## config.mk

```make
export PLATFORM = sky130hd
export DESIGN_NAME = cache_req_arbiter_flat
export DESIGN_NICKNAME = d
export VERILOG_FILES = /design/src/rtl/cache_req_arbiter_if.sv /design/src/rtl/cache_req_arbiter.sv /design/src/flat_wrapper.sv
export SDC_FILE = /design/constraint.sdc
export NUM_CORES = 1
export LEC_CHECK = 0
export CORE_MARGIN = 1.5
export CORE_UTILIZATION = 35
export CTS_BUF_LIST = sky130_fd_sc_hd__clkbuf_4 sky130_fd_sc_hd__clkbuf_8
export DETAILED_ROUTE_END_ITERATION = 7
export GPL_TIMING_DRIVEN = 0
export PLACE_DENSITY = 0.69
export SLEW_MARGIN = 10
export SYNTH_ARGS = -nofsm -noshare
export SYNTH_HDL_FRONTEND = slang
export SYNTH_SLANG_ARGS = --single-unit
```

## constraint.sdc

```tcl
create_clock -name clk -period 3.35 [get_ports clk]
set_clock_uncertainty 0.2 [all_clocks]
set_input_delay 0.67 -clock clk [delete_from_list [all_inputs] [get_ports clk]]
set_output_delay 0.67 -clock clk [all_outputs]
set_load 0.02 [all_outputs]
```

## src/rtl/cache_req_arbiter_if.sv

```systemverilog
// Requester/response and cache lookup signals for the cache request arbiter.
// slave = arbiter side, master = requesters plus cache model side.
interface cache_req_arbiter_if #(
    parameter int AW = 32,
    parameter int DW = 32
);
    logic [1:0]    req_valid;
    logic [1:0]    req_ready;
    logic [AW-1:0] req_addr0;
    logic [AW-1:0] req_addr1;
    logic [1:0]    rsp_valid;
    logic [1:0]    rsp_ready;
    logic [DW-1:0] rsp_data;
    logic          cache_en;
    logic [AW-1:0] cache_addr;
    logic          cache_hit;
    logic [DW-1:0] cache_rdata;
    logic          cache_fill;

    modport slave (
        input  req_valid, req_addr0, req_addr1, rsp_ready, cache_hit, cache_rdata,
        output req_ready, rsp_valid, rsp_data, cache_en, cache_addr, cache_fill
    );

    modport master (
        output req_valid, req_addr0, req_addr1, rsp_ready, cache_hit, cache_rdata,
        input  req_ready, rsp_valid, rsp_data, cache_en, cache_addr, cache_fill
    );
endinterface

```

## src/rtl/cache_req_arbiter.sv

```systemverilog
// Round-robin arbiter sharing the single cache lookup port between fetch (0) and data (1),
// with miss stall, fill strobe, retry lookup and saturating hit/miss statistics.
module cache_req_arbiter #(
    parameter int AW       = 32,
    parameter int DW       = 32,
    parameter int MISS_LAT = 8,
    parameter int CW       = 32
) (
    input  logic                clk,
    input  logic                rst_n,
    cache_req_arbiter_if.slave  bus,
    input  logic                clr_stats,
    output logic [CW-1:0]       hit_count,
    output logic [CW-1:0]       miss_count,
    output logic                busy
);
    localparam logic [2:0] S_IDLE      = 3'd0;
    localparam logic [2:0] S_LOOKUP    = 3'd1;
    localparam logic [2:0] S_MISS_WAIT = 3'd2;
    localparam logic [2:0] S_FILL      = 3'd3;
    localparam logic [2:0] S_RESP      = 3'd4;

    localparam logic [7:0]    WAIT_INIT = 8'(MISS_LAT - 1);
    localparam logic [CW-1:0] CNT_MAX   = {CW{1'b1}};

    logic [2:0]    state;
    logic [AW-1:0] addr_q;
    logic          gnt_q;
    logic          last_grant;
    logic          retry_q;
    logic [7:0]    wait_cnt;
    logic [DW-1:0] rsp_data_q;

    logic grant;
    logic pick;
    logic hit_inc;
    logic miss_inc;

    // On a tie the requester that did not win last time goes next; otherwise the lone requester.
    assign pick  = (bus.req_valid == 2'b11) ? ~last_grant : bus.req_valid[1];
    // Gated by rst_n so req_ready is also 0 while reset is held.
    assign grant = rst_n && (state == S_IDLE) && (|bus.req_valid);

    assign hit_inc  = (state == S_LOOKUP) &&  bus.cache_hit && !retry_q;
    assign miss_inc = (state == S_LOOKUP) && !bus.cache_hit && !retry_q;

    assign bus.req_ready  = grant ? (pick ? 2'b10 : 2'b01) : 2'b00;
    assign bus.rsp_valid  = (state == S_RESP) ? (gnt_q ? 2'b10 : 2'b01) : 2'b00;
    assign bus.rsp_data   = rsp_data_q;
    assign bus.cache_en   = (state == S_LOOKUP);
    assign bus.cache_fill = (state == S_FILL);
    assign bus.cache_addr = busy ? addr_q : '0;
    assign busy           = (state != S_IDLE);

    always_ff @(posedge clk or negedge rst_n) begin
        if (!rst_n) begin
            state      <= S_IDLE;
            addr_q     <= '0;
            gnt_q      <= 1'b0;
            last_grant <= 1'b1;
            retry_q    <= 1'b0;
            wait_cnt   <= '0;
            rsp_data_q <= '0;
        end else begin
            case (state)
                S_IDLE: begin
                    if (grant) begin
                        addr_q     <= pick ? bus.req_addr1 : bus.req_addr0;
                        gnt_q      <= pick;
                        last_grant <= pick;
                        state      <= S_LOOKUP;
                    end
                end
                S_LOOKUP: begin
                    if (bus.cache_hit) begin
                        rsp_data_q <= bus.cache_rdata;
                        state      <= S_RESP;
                    end else begin
                        wait_cnt <= WAIT_INIT;
                        state    <= S_MISS_WAIT;
                    end
                end
                S_MISS_WAIT: begin
                    // Counter starts at MISS_LAT-1 so residency is exactly MISS_LAT cycles.
                    if (wait_cnt == 8'd0) state <= S_FILL;
                    else                  wait_cnt <= wait_cnt - 8'd1;
                end
                S_FILL: begin
                    retry_q <= 1'b1;
                    state   <= S_LOOKUP;
                end
                S_RESP: begin
                    if (bus.rsp_ready[gnt_q]) begin
                        retry_q <= 1'b0;
                        state   <= S_IDLE;
                    end
                end
                default: state <= S_IDLE;
            endcase
        end
    end

    // Only first-attempt lookups are counted; clear takes priority over an increment.
    always_ff @(posedge clk or negedge rst_n) begin
        if (!rst_n) begin
            hit_count  <= '0;
            miss_count <= '0;
        end else if (clr_stats) begin
            hit_count  <= '0;
            miss_count <= '0;
        end else begin
            if (hit_inc && hit_count != CNT_MAX)   hit_count  <= hit_count + 1'b1;
            if (miss_inc && miss_count != CNT_MAX) miss_count <= miss_count + 1'b1;
        end
    end
endmodule
```

## src/flat_wrapper.sv

```systemverilog
// flat-port wrapper written by rule: the top's interface ports become plain ports
module cache_req_arbiter_flat 
#(
    parameter int AW       = 32,
    parameter int DW       = 32,
    parameter int MISS_LAT = 8,
    parameter int CW       = 32
)
  (clk, rst_n, clr_stats, hit_count, miss_count, busy, bus_req_valid, bus_req_addr0, bus_req_addr1, bus_rsp_ready, bus_cache_hit, bus_cache_rdata, bus_req_ready, bus_rsp_valid, bus_rsp_data, bus_cache_en, bus_cache_addr, bus_cache_fill);
  cache_req_arbiter_if #(.AW(AW), .DW(DW)) bus_i ();
  input  logic clk;
  input  logic rst_n;
  input  logic clr_stats;
  output logic [CW-1:0] hit_count;
  output logic [CW-1:0] miss_count;
  output logic busy;
  input wire logic [$bits(bus_i.req_valid)-1:0] bus_req_valid;
  input wire logic [$bits(bus_i.req_addr0)-1:0] bus_req_addr0;
  input wire logic [$bits(bus_i.req_addr1)-1:0] bus_req_addr1;
  input wire logic [$bits(bus_i.rsp_ready)-1:0] bus_rsp_ready;
  input wire logic [$bits(bus_i.cache_hit)-1:0] bus_cache_hit;
  input wire logic [$bits(bus_i.cache_rdata)-1:0] bus_cache_rdata;
  output wire logic [$bits(bus_i.req_ready)-1:0] bus_req_ready;
  output wire logic [$bits(bus_i.rsp_valid)-1:0] bus_rsp_valid;
  output wire logic [$bits(bus_i.rsp_data)-1:0] bus_rsp_data;
  output wire logic [$bits(bus_i.cache_en)-1:0] bus_cache_en;
  output wire logic [$bits(bus_i.cache_addr)-1:0] bus_cache_addr;
  output wire logic [$bits(bus_i.cache_fill)-1:0] bus_cache_fill;
  assign bus_i.req_valid = bus_req_valid;
  assign bus_i.req_addr0 = bus_req_addr0;
  assign bus_i.req_addr1 = bus_req_addr1;
  assign bus_i.rsp_ready = bus_rsp_ready;
  assign bus_i.cache_hit = bus_cache_hit;
  assign bus_i.cache_rdata = bus_cache_rdata;
  assign bus_req_ready = bus_i.req_ready;
  assign bus_rsp_valid = bus_i.rsp_valid;
  assign bus_rsp_data = bus_i.rsp_data;
  assign bus_cache_en = bus_i.cache_en;
  assign bus_cache_addr = bus_i.cache_addr;
  assign bus_cache_fill = bus_i.cache_fill;
  cache_req_arbiter #(.AW(AW), .DW(DW), .MISS_LAT(MISS_LAT), .CW(CW)) u_core (.clk(clk), .rst_n(rst_n), .bus(bus_i), .clr_stats(clr_stats), .hit_count(hit_count), .miss_count(miss_count), .busy(busy));
endmodule
```

==> reports/metrics.csv, run 1 <==
stage,metric,value,unit
outcome,status,completed,
placement,dpl.hpwl,16090,µm
route,wire_per_inst,16.76,µm
route,avgViaCountPerCell,5.190,
floorplan,rows,51,
global_routing,grt_use_total,21.12,%
route,drc,0,
synth,synth-main-ff-cell,dfrtp_1,
layout,fin_area,10460,µm²
synth,synth_edf_count,0,
synth,synth-simple-area-share,30.66,%
setup_path,crit_fanout,10,
floorplan,design.core.area,19650,µm²
hold_path,hp-class,in2async,
timing,finalCriticalPeriod,3144,ps
layout,area_delta_synth_final,47.76,%
layout,n_antenna_cell,0,
cts,worstSkewPairLatency,460,ps
placement,gp_congestion,0.8605,
global_routing,grt_use_met1,28.21,%
synth,synth_top_family_by_area,simple AND/OR/NAND/NOR gates,
timing,rsz0062_at_grt,no,
flow_run,maxCapViolations,0,
placement,placed_cell_area,9827,µm²
power_and_ir_drop,p_leak,4.324,nW
cts,cts_made_buffers,17,
timing,timing.final.crit_share,93.85,%
route,postRouteAntennaNets,0,
global_routing,groute.layer.met2.usage,33.38,%
timing,tightest_slew,1029,ps
setup_path,cp-start-kind,flop,
route,vias,6918,
floorplan,die_h,145.2,µm
cts,cts.sinks,142,
cts,cts_tree,built,
synth,synthCells,790,
synth,synth_compound_area_share,12.32,%
floorplan,ioPinCount,239,
layout,drive_gt1_share,6.742,%
global_routing,grt_pass1_vias,6422,
power_and_ir_drop,power_density,643.6,nW/µm²
timing,fmax,0.3181,GHz
setup_path,cp.arrival,3270,ps
cts,ctsHtreeMaxLevel,4,
timing,whs,45.74,ps
floorplan,dieArea,21090,µm²
setup_path,reg2reg_depth,7,
synth,netlist_area,7081,µm²
synth,synth_fa_ha_area_share,0.7068,%
global_routing,grt_antenna_before_repair,0,
setup_path,reg2reg_to,u_core.hit_count[1]$_DFFE_PN0P_,
synth,ys_types,49,
synth,synth-seq-area-share,50.20,%
synth,synthArstFlopShare,100.0,%
route,drt_iter0_drc,458,
synth,synth_xor_xnor_area_share,1.979,%
cts,path_clk_slew,90,ps
setup_path,rrSetupSlack,210,ps
synth,syn_nets,898,
layout,nets,1163,
global_routing,grt_overflow,0,
global_routing,grt_start_max_net_pins,45,
placement,portBuffers,238,
power_and_ir_drop,vdd_drop_max,477.9,µV
timing,setup_viol_count_final,0,
floorplan,initial_utilization,36.03,%
cts,clock_path_buffers,2,
setup_path,crit_required,3480,ps
setup_path,path_class,reg2reg,
synth,ys_warn_count,0,
timing,hold_viol_final,0,
floorplan,die_w,145.2,µm
route,firstDrtPassIters,5,
synth,synthMuxAreaShare,1.113,%
setup_path,r2r-start,u_core.hit_count[16]$_DFFE_PN0P_,
cts,root_buffer,clkbuf_8,
synth,synth-seq-cells,142,
synth,syn-mean-instance-area,8.963,µm²
global_routing,gr-usage-met3,5.252,%
timing,slew_viol_final,0,
setup_path,cp-end-kind,flop,
global_routing,busiest_layer,met2,
route,totalWireLength,22340,µm
global_routing,grt_pass1_wl,35330,µm
timing,max-slew-margin-rel,30.75,%
==> flip-flops by register name (all words and copies together) (netlist names) <==
signal	flops
u_core.addr_q	32
u_core.bus.rsp_data	32
u_core.gnt_q	1
u_core.hit_count	32
u_core.last_grant	1
u_core.miss_count	32
u_core.retry_q	1
u_core.state	3
u_core.wait_cnt	8
==> metal layers <==
metal	share of wire (%)	vias up
met4	2.0	0
met1	44	3301
met5	0	-
met3	5.8	32
li1	-	3344
met2	48	241
==> cell type report <==
| class | count | area [µm²] |
|---|---|---|
| multi-input combinational | 594 | 3336 |
| fill | 1837 | 9191 |
| sequential | 142 | 3555 |
| clock buffer | 18 | 241.5 |
| inverter | 13 | 48.80 |
| tap | 265 | 331.6 |
| buffer | 37 | 160.2 |
| clock inverter | 14 | 192.7 |
| timing repair buffer | 250 | 2597 |
==> through the flow <==
step | cells | TNS [ps] | setup WS (ps) | power, mW | util [%]
after global routing | 1333 | 0 | 8.522 | 7.136 | 53.23
after CTS | 1333 | 0 | 69.13 | 6.815 | 53.20
after global placement | 1293 | -895880 | -7373 | 5.146 | 49.83
final | 1333 | 0 | 206.0 | 6.733 | 53.23
after floorplan | 790 | 0 | 355.2 | 3.867 | -
after detailed placement | 1294 | -10110 | -1162 | 5.200 | 50.00
==> cell usage after synthesis (18+ instances only) <==
| master | number | area share, % |
|---|---|---|
| nand2_1 | 193 | 10 |
| dfrtp_1 | 141 | 50 |
| a21oi_1 | 46 | 3.3 |
| nor2b_1 | 42 | 3.7 |
| nor2_1 | 41 | 2.2 |
| clkbuf_1 | 37 | 2.0 |
| a22oi_1 | 32 | 3.4 |
| or4_1 | 29 | 3.1 |
| o21ai_0 | 27 | 1.9 |
| nand4_1 | 26 | 2.3 |
| o31ai_1 | 22 | 2.3 |
| or3_1 | 19 | 1.7 |
| nand3_1 | 18 | 1.3 |
==> critical path: stages (launching register included) <==
cell,delay [ps]
dfrtp_1,470
nand4_1,270
nor4_1,940
and3_1,300
clkbuf_1,350
buf_2,290
nand3b_1,130
a21oi_1,60
==> power by group <==
| group | internal [mW] | switching, mW | total (mW) |
|---|---|---|---|
| logic | 1.29 | 1.50 | 2.79 |
| clock network | 0.819 | 0.692 | 1.51 |
| registers | 2.15 | 0.285 | 2.43 |
==> kinds of logic (layout without fill, tap and decap cells) <==
kind of cell	Yosys count	in the layout
mux	7	7
xor+xnor	16	16
buf+inv	54	332
fa+ha+maj	4	4
simple gates	427	427
compound gates	140	140
flops	142	142
==> cells in the final DEF, fill, tap and decap left out, types with 7 or more instances in the layout <==
cell               n
nand4_1           26
nand2_1          193
nand3_1           18
inv_1             13
mux2_2             7
and3_1            10
nor2_1            40
dfrtp_1          141
clkbuf_8          17
o31ai_1           22
xnor2_1           12
o21ai_0           26
clkbuf_1          29
nor4_1            13
or4_1             29
a21oi_1           45
a22oi_1           32
nor2b_1           42
or3_1             19
clkdlybuf4s50_1  235
==> worst max path at each step <==
| stage | to | from | depth (start not counted) |
|---|---|---|---|
| finish | u_core.hit_count[1]$_DFFE_PN0P_ | u_core.hit_count[16]$_DFFE_PN0P_ | 7 |
| global route | u_core.hit_count[1]$_DFFE_PN0P_ | u_core.hit_count[16]$_DFFE_PN0P_ | 7 |
| CTS | bus_cache_addr[13] | u_core.state[2]$_DFFE_PN0P_ | 6 |
| detailed placement | bus_req_ready[0] | rst_n | 6 |
| global placement | bus_req_ready[0] | rst_n | 5 |
| floorplan | bus_req_ready[0] | u_core.state[1]$_DFFE_PN0P_ | 5 |
==> what timing repair did <==
action	CTS	global route
pin swaps	2	1
endpoints found under the setup margin	40	18
hold endpoints to repair	56	0
setup buffers	4	2
hold buffers	4	0
gates resized for setup	17	0
gates cloned	1	0
Power figures use the tool's default switching activity.
==> run 2: changes to the inputs <==
--- a/config.mk
+++ b/config.mk
@@ -9,7 +9,6 @@
 export CORE_UTILIZATION = 35
 export CTS_BUF_LIST = sky130_fd_sc_hd__clkbuf_4 sky130_fd_sc_hd__clkbuf_8
 export DETAILED_ROUTE_END_ITERATION = 7
-export GPL_TIMING_DRIVEN = 0
 export PLACE_DENSITY = 0.69
 export SLEW_MARGIN = 10
 export SYNTH_ARGS = -nofsm -noshare
==> constraint.sdc (replaced) <==
create_clock -name clk -period 4 [get_ports clk]
set_clock_uncertainty 0.2 [all_clocks]
set_input_delay 0.8 -clock clk [delete_from_list [all_inputs] [get_ports clk]]
set_output_delay 0.8 -clock clk [all_outputs]
set_load 0.02 [all_outputs]
==> reports/metrics.csv, run 2 (synthesized netlist as in run 1, its figures left out) <==
stage,metric,value,unit,change
route,firstDrtPassIters,7,,was 5
timing,timing.final.crit_share,85.79,%,
timing,hold_viol_final,0,,unchanged
timing,slew_viol_final,0,,unchanged
placement,dpl.hpwl,15300,µm,was 16090 µm
timing,rsz0062_at_grt,no,,unchanged
timing,max-slew-margin-rel,41.56,%,was 30.75%
route,wire_per_inst,16.34,µm,was 16.76 µm
route,postRouteAntennaNets,0,,unchanged
layout,layout_commonest_cell,clkdlybuf4s50_1,,unchanged
global_routing,grt_antenna_before_repair,0,,unchanged
cts,cts.sinks,142,,unchanged
timing,tns,0,ps,unchanged
global_routing,grt_start_max_net_pins,56,,was 45
setup_path,rrSetupSlack,1000,ps,was 210 ps
cts,hold_buffers,0,,was 4
floorplan,die_w,145.2,µm,unchanged
timing,tightest_slew,870.8,ps,was 1029 ps
layout,n_antenna_cell,0,,unchanged
global_routing,grt_pass1_vias,6290,,was 6422
layout,fillers,1900,,was 1837
setup_path,path_class,reg2out,,was reg2reg
route,drc,0,,unchanged
layout,final_cell_mix,"236 x clkdlybuf4s50_1, 193 x nand2_1, 141 x dfrtp_1, 45 x a21oi_1, 42 x nor2b_1",,"was 235 x clkdlybuf4s50_1, 193 x nand2_1, 141 x dfrtp_1, 45 x a21oi_1, 42 x nor2b_1"
setup_path,reg2reg_depth,7,,unchanged
setup_path,critPathCapture,bus_req_ready[0],,was u_core.hit_count[1]$_DFFE_PN0P_
cts,root_buffer,clkbuf_8,,unchanged
route,vias,6672,,was 6918
setup_path,crit_required,3000,ps,was 3480 ps
power_and_ir_drop,p_leak,4.191,nW,was 4.324 nW
cts,cts_tree,built,,unchanged
placement,gp_congestion,0.8202,,was 0.8605
setup_path,cp-start-kind,flop,,unchanged
setup_path,r2r-start,u_core.miss_count[0]$_DFFE_PN0P_,,was u_core.hit_count[16]$_DFFE_PN0P_
route,drt_iter0_drc,356,,was 458
setup_path,crit_fanout,16,,was 10
cts,cts_made_buffers,17,,unchanged
floorplan,initial_utilization,36.03,%,unchanged
layout,nets,1131,,was 1163
placement,portBuffers,238,,unchanged
cts,path_clk_slew,90,ps,about the same
timing,finalCriticalPeriod,3432,ps,
global_routing,grt_overflow,0,,unchanged
cts,ctsHtreeMaxLevel,4,,unchanged
outcome,status,completed,,unchanged
power_and_ir_drop,power_density,533.7,nW/µm²,was 643.6 nW/µm²
global_routing,grt_pass1_wl,34330,µm,was 35330 µm
layout,area.sequential,3555,µm²,unchanged
setup_path,cp-end-kind,primary output,,was flop
setup_path,cp.arrival,2430,ps,was 3270 ps
power_and_ir_drop,vdd_drop_max,292.3,µV,was 477.9 µV
flow_run,maxCapViolations,0,,unchanged
layout,multi_input_comb_area,3336,µm²,unchanged
route,avgViaCountPerCell,5.128,,was 5.190
hold_path,hp-class,in2async,,unchanged
setup_path,crit_start,u_core.state[1]$_DFFE_PN0P_,,was u_core.hit_count[16]$_DFFE_PN0P_
floorplan,design.core.area,19650,µm²,unchanged
cts,clock_path_buffers,2,,unchanged
floorplan,ioPinCount,239,,unchanged
cts,cts_setup_buffers,0,,was 4
timing,setup_viol_count_final,0,,unchanged
floorplan,die_h,145.2,µm,unchanged
layout,fin_util,51.65,%,was 53.23%
layout,area_delta_synth_final,43.36,%,was 47.76%
cts,post_cts_resized,0,,was 17
floorplan,dieArea,21090,µm²,unchanged
cts,worstSkewPairLatency,450,ps,was 460 ps
global_routing,grt_use_total,20.27,%,was 21.12%
floorplan,rows,51,,unchanged
layout,drive_gt1_share,6.660,%,was 6.742%
setup_path,reg2reg_to,u_core.miss_count[27]$_DFFE_PN0P_,,was u_core.hit_count[1]$_DFFE_PN0P_
timing,fmax,0.2914,GHz,
route,totalWireLength,21260,µm,was 22340 µm
-- run 2: cell count changes in the layout (fill, tap and decap cells not counted), sizes merged --
cell | previous run | this run
inv | 14 | 20
bufbuf | 1 | 0
clkdlybuf4s50 | 235 | 236
dlygate4sd2 | 2 | 0
clkbuf | 51 | 18
bufinv | 4 | 0
clkinv | 6 | 4
buf | 16 | 19
-- run 2: how the worst min path moves through the flow --
stage,slack [ps],startpoint,to,cells after the start
5_1_grt,250,rst_n,u_core.addr_q[17]$_DFFE_PN0P_,2
4_1_cts,230,rst_n,u_core.addr_q[3]$_DFFE_PN0P_,2
3_5_place_dp,260,u_core.bus.rsp_data[0]$_DFFE_PN0N_,u_core.bus.rsp_data[0]$_DFFE_PN0N_,2
2_1_floorplan,270,u_core.addr_q[0]$_DFFE_PN0P_,u_core.addr_q[0]$_DFFE_PN0P_,2
3_3_place_gp,260,u_core.bus.rsp_data[8]$_DFFE_PN0N_,u_core.bus.rsp_data[8]$_DFFE_PN0N_,2
6_report,240,rst_n,u_core.addr_q[3]$_DFFE_PN0P_,2
-- run 2: routing by layer --
layer	vias to the layer above	routed length [µm]	global-route usage [%]
met5	-	0	0
met4	0	310	5.867
met3	19	961	5.000
met2	154	10530	32.90
met1	3218	9459	26.75
li1	3281	-	-
-- run 2: final cells by class --
cell class / count / area share (%)
clock buffer: 18 / 2.441
clock inverter: 14 / 1.245
inverter: 13 / 0.4807
multi-input combinational: 594 / 32.86
sequential: 142 / 35.02
tap: 265 / 3.266
timing repair buffer: 255 / 24.69
-- run 2: through the flow --
stage	setup WS, ps	power [mW]	hold slack (ps)	cells	area, µm²
global placement	371.1	4.324	256.0	1269	9777
floorplan	875.2	3.238	272.6	790	7081
detailed placement	265.7	4.357	260.9	1269	9777
CTS	547.6	5.480	231.7	1301	10150
global route	397.7	5.755	252.5	1301	10150
finish	568.2	5.418	237.1	1301	10150
-- run 2: worst max-delay path: stages, from the launching register on --
cell and delay, ps:
dfrtp_1 510, nor3_2 220, buf_4 250, o211ai_1 150, a21oi_2 220, clkdlybuf4s50_1 640
-- run 2: where the power goes --
group,internal [mW],switching [mW]
Sequential,1.80,0.245
Combinational,1.05,1.22
Clock,0.469,0.635
Total,3.32,2.10
==> run 3: changes to the inputs <==
--- a/config.mk
+++ b/config.mk
@@ -5,7 +5,7 @@
 export SDC_FILE = /design/constraint.sdc
 export NUM_CORES = 1
 export LEC_CHECK = 0
-export CORE_MARGIN = 1.5
+export CORE_MARGIN = 3
 export CORE_UTILIZATION = 35
 export CTS_BUF_LIST = sky130_fd_sc_hd__clkbuf_4 sky130_fd_sc_hd__clkbuf_8
 export DETAILED_ROUTE_END_ITERATION = 7
==> reports/metrics.csv, run 3 (synthesized netlist as in run 1, its figures left out) <==
stage,metric,value,unit,change
power_and_ir_drop,seqPwrFrac,37.3,%,was 37.7%
layout,nets,1129,,was 1131
layout,n_antenna_cell,0,,unchanged
global_routing,grt_antenna_before_repair,0,,unchanged
route,postRouteAntennaNets,0,,unchanged
floorplan,die_h,148.2,µm,was 145.2 µm
power_and_ir_drop,vdd_drop_max,333.9,µV,was 292.3 µV
timing,setup_viol_count_final,0,,unchanged
hold_path,holdPathStages,2,,
placement,gp_congestion,0.8304,,was 0.8202
global_routing,grt_pass1_vias,6463,,was 6290
setup_path,path_class,in2out,,was reg2out
route,vias,6728,,was 6672
timing,finalCriticalPeriod,3666,ps,was 3432 ps
power_and_ir_drop,p_comb_share,41.5,%,was 41.9%
timing,hold_viol_final,0,,unchanged
route,drc,0,,unchanged
power_and_ir_drop,switchingPower,2.033,mW,was 2.097 mW
floorplan,dieArea,21970,µm²,was 21090 µm²
layout,final_cell_mix,"236 x clkdlybuf4s50_1, 193 x nand2_1, 141 x dfrtp_1, 45 x a21oi_1, 42 x nor2b_1",,unchanged
cts,cts_setup_buffers,0,,unchanged
timing,slew_viol_final,0,,unchanged
setup_path,cp.arrival,2670,ps,was 2430 ps
cts,hold_buffers,1,,was 0
setup_path,reg2reg_depth,7,,unchanged
setup_path,crit_fanout,25,,was 16
timing,rsz0062_at_grt,no,,unchanged
global_routing,grt_start_max_net_pins,66,,was 56
route,wire_per_inst,16.56,µm,was 16.34 µm
global_routing,grt_pass1_wl,34340,µm,was 34330 µm
layout,drive_gt1_share,6.292,%,was 6.660%
power_and_ir_drop,p_int,3.448,mW,was 3.321 mW
timing,timing.final.crit_share,91.66,%,was 85.79%
power_and_ir_drop,clockPowerShare,21.2,%,was 20.4%
power_and_ir_drop,power_density,539.7,nW/µm²,was 533.7 nW/µm²
layout,area_delta_synth_final,43.44,%,was 43.36%
cts,clock_path_buffers,2,,unchanged
global_routing,grt_use_total,19.23,%,was 20.27%
timing,whs,273.8,ps,was 237.1 ps
layout,multi_input_comb_area,3336,µm²,unchanged
route,drt_iter0_drc,409,,was 356
cts,worstSkewPairLatency,430,ps,was 450 ps
placement,dpl.hpwl,15410,µm,was 15300 µm
setup_path,crit_required,3000,ps,about the same
cts,path_clk_slew,70,ps,was 90 ps
setup_path,cp-start-kind,input port,,was flop
setup_path,cp-end-kind,primary output,,unchanged
outcome,status,completed,,unchanged
cts,root_buffer,clkbuf_8,,unchanged
timing,max-slew-margin-rel,18.77,%,was 41.56%
timing,tightest_slew,1206,ps,was 870.8 ps
route,avgViaCountPerCell,5.183,,was 5.128
power_and_ir_drop,swShare,37.09,%,was 38.71%
cts,post_cts_resized,0,,unchanged
floorplan,ioPinCount,239,,unchanged
cts,cts_made_buffers,17,,unchanged
cts,ctsHtreeMaxLevel,4,,unchanged
floorplan,rows,51,,unchanged
layout,fillers,1883,,was 1900
global_routing,grt_overflow,0,,unchanged
floorplan,die_w,148.2,µm,was 145.2 µm
floorplan,design.core.area,19650,µm²,unchanged
timing,fmax,0.2727,GHz,was 0.2914 GHz
cts,cts.sinks,142,,unchanged
timing,tns,0,ps,unchanged
flow_run,maxCapViolations,0,,unchanged
hold_path,hp-class,reg2reg,,was in2async
layout,layout_commonest_cell,clkdlybuf4s50_1,,unchanged
floorplan,initial_utilization,36.03,%,unchanged
power_and_ir_drop,p_leak,4.195,nW,was 4.191 nW
route,firstDrtPassIters,5,,was 7
placement,portBuffers,238,,unchanged
cts,cts_tree,built,,unchanged
route,totalWireLength,21490,µm,was 21260 µm
layout,area.sequential,3555,µm²,unchanged
==> run 3: cell types whose count changed in the layout (fill, tap and decap cells not counted), sizes merged <==
cell,before,now
inv,20,13
buf,19,16
clkinv,4,6
bufinv,0,2
clkbuf,18,20
dlygate4sd3,0,1
==> run 3: cell type report <==
type	count	area share, %
Sequential cell	142	35.00
Multi-Input combinational cell	594	32.84
Timing Repair Buffer	253	24.55
Tap cell	265	3.265
Clock buffer	20	2.710
Clock inverter	11	1.146
Inverter	13	0.4805
==> run 3: through the flow <==
step           setup WS (ps)  instance area (µm²)  utilization [%]  total power [mW]  std cells
2_1_floorplan          875.2                 7081                -             3.238        790
4_1_cts                330.8                10160            51.67             5.540       1298
6_report               333.5                10160            51.67             5.481       1298
3_5_place_dp           238.5                 9754            49.63             4.359       1266
3_3_place_gp           314.1                 9754            49.63             4.321       1266
5_1_grt                246.6                10160            51.67             5.819       1298
==> run 3: routing by layer <==
metal	vias to the layer above	part of all wire, %	track usage, %
li1	3265	-	-
met1	3271	44	26.13
met2	170	49	30.92
met3	22	4.9	4.509
met4	0	1.9	5.497
met5	-	0	0
==> run 3: final timing paths <==
| check | startpoint | endpoint | slack, ps |
|---|---|---|---|
| max | rst_n | bus_req_ready[0] | 330 |
| min | u_core.bus.rsp_data[25]$_DFFE_PN0N_ | u_core.bus.rsp_data[25]$_DFFE_PN0N_ | 270 |
| max reg2reg | u_core.miss_count[0]$_DFFE_PN0P_ | u_core.miss_count[5]$_DFFE_PN0P_ | 750 |
| min reg2reg | u_core.bus.rsp_data[25]$_DFFE_PN0N_ | u_core.bus.rsp_data[25]$_DFFE_PN0N_ | 270 |
| max in group asynchronous | rst_n | u_core.bus.rsp_data[28]$_DFFE_PN0N_ | 1050 |
| min in group asynchronous | rst_n | u_core.addr_q[19]$_DFFE_PN0P_ | 650 |
==> run 3: power groups by stage <==
stage,registers (mW),clock network (mW),logic [mW]
after floorplan,2.18,0,1.06
after global placement,2.05,0,2.27
after detailed placement,2.06,0,2.29
after CTS,2.04,1.20,2.31
after global routing,2.10,1.26,2.47
final,2.04,1.16,2.28
==> run 3: worst max-delay path, stage by stage <==
cell and delay [ps]:
dlygate4sd3_1 600, buf_6 260, o211ai_1 170, a21oi_2 170, clkdlybuf4s50_1 640
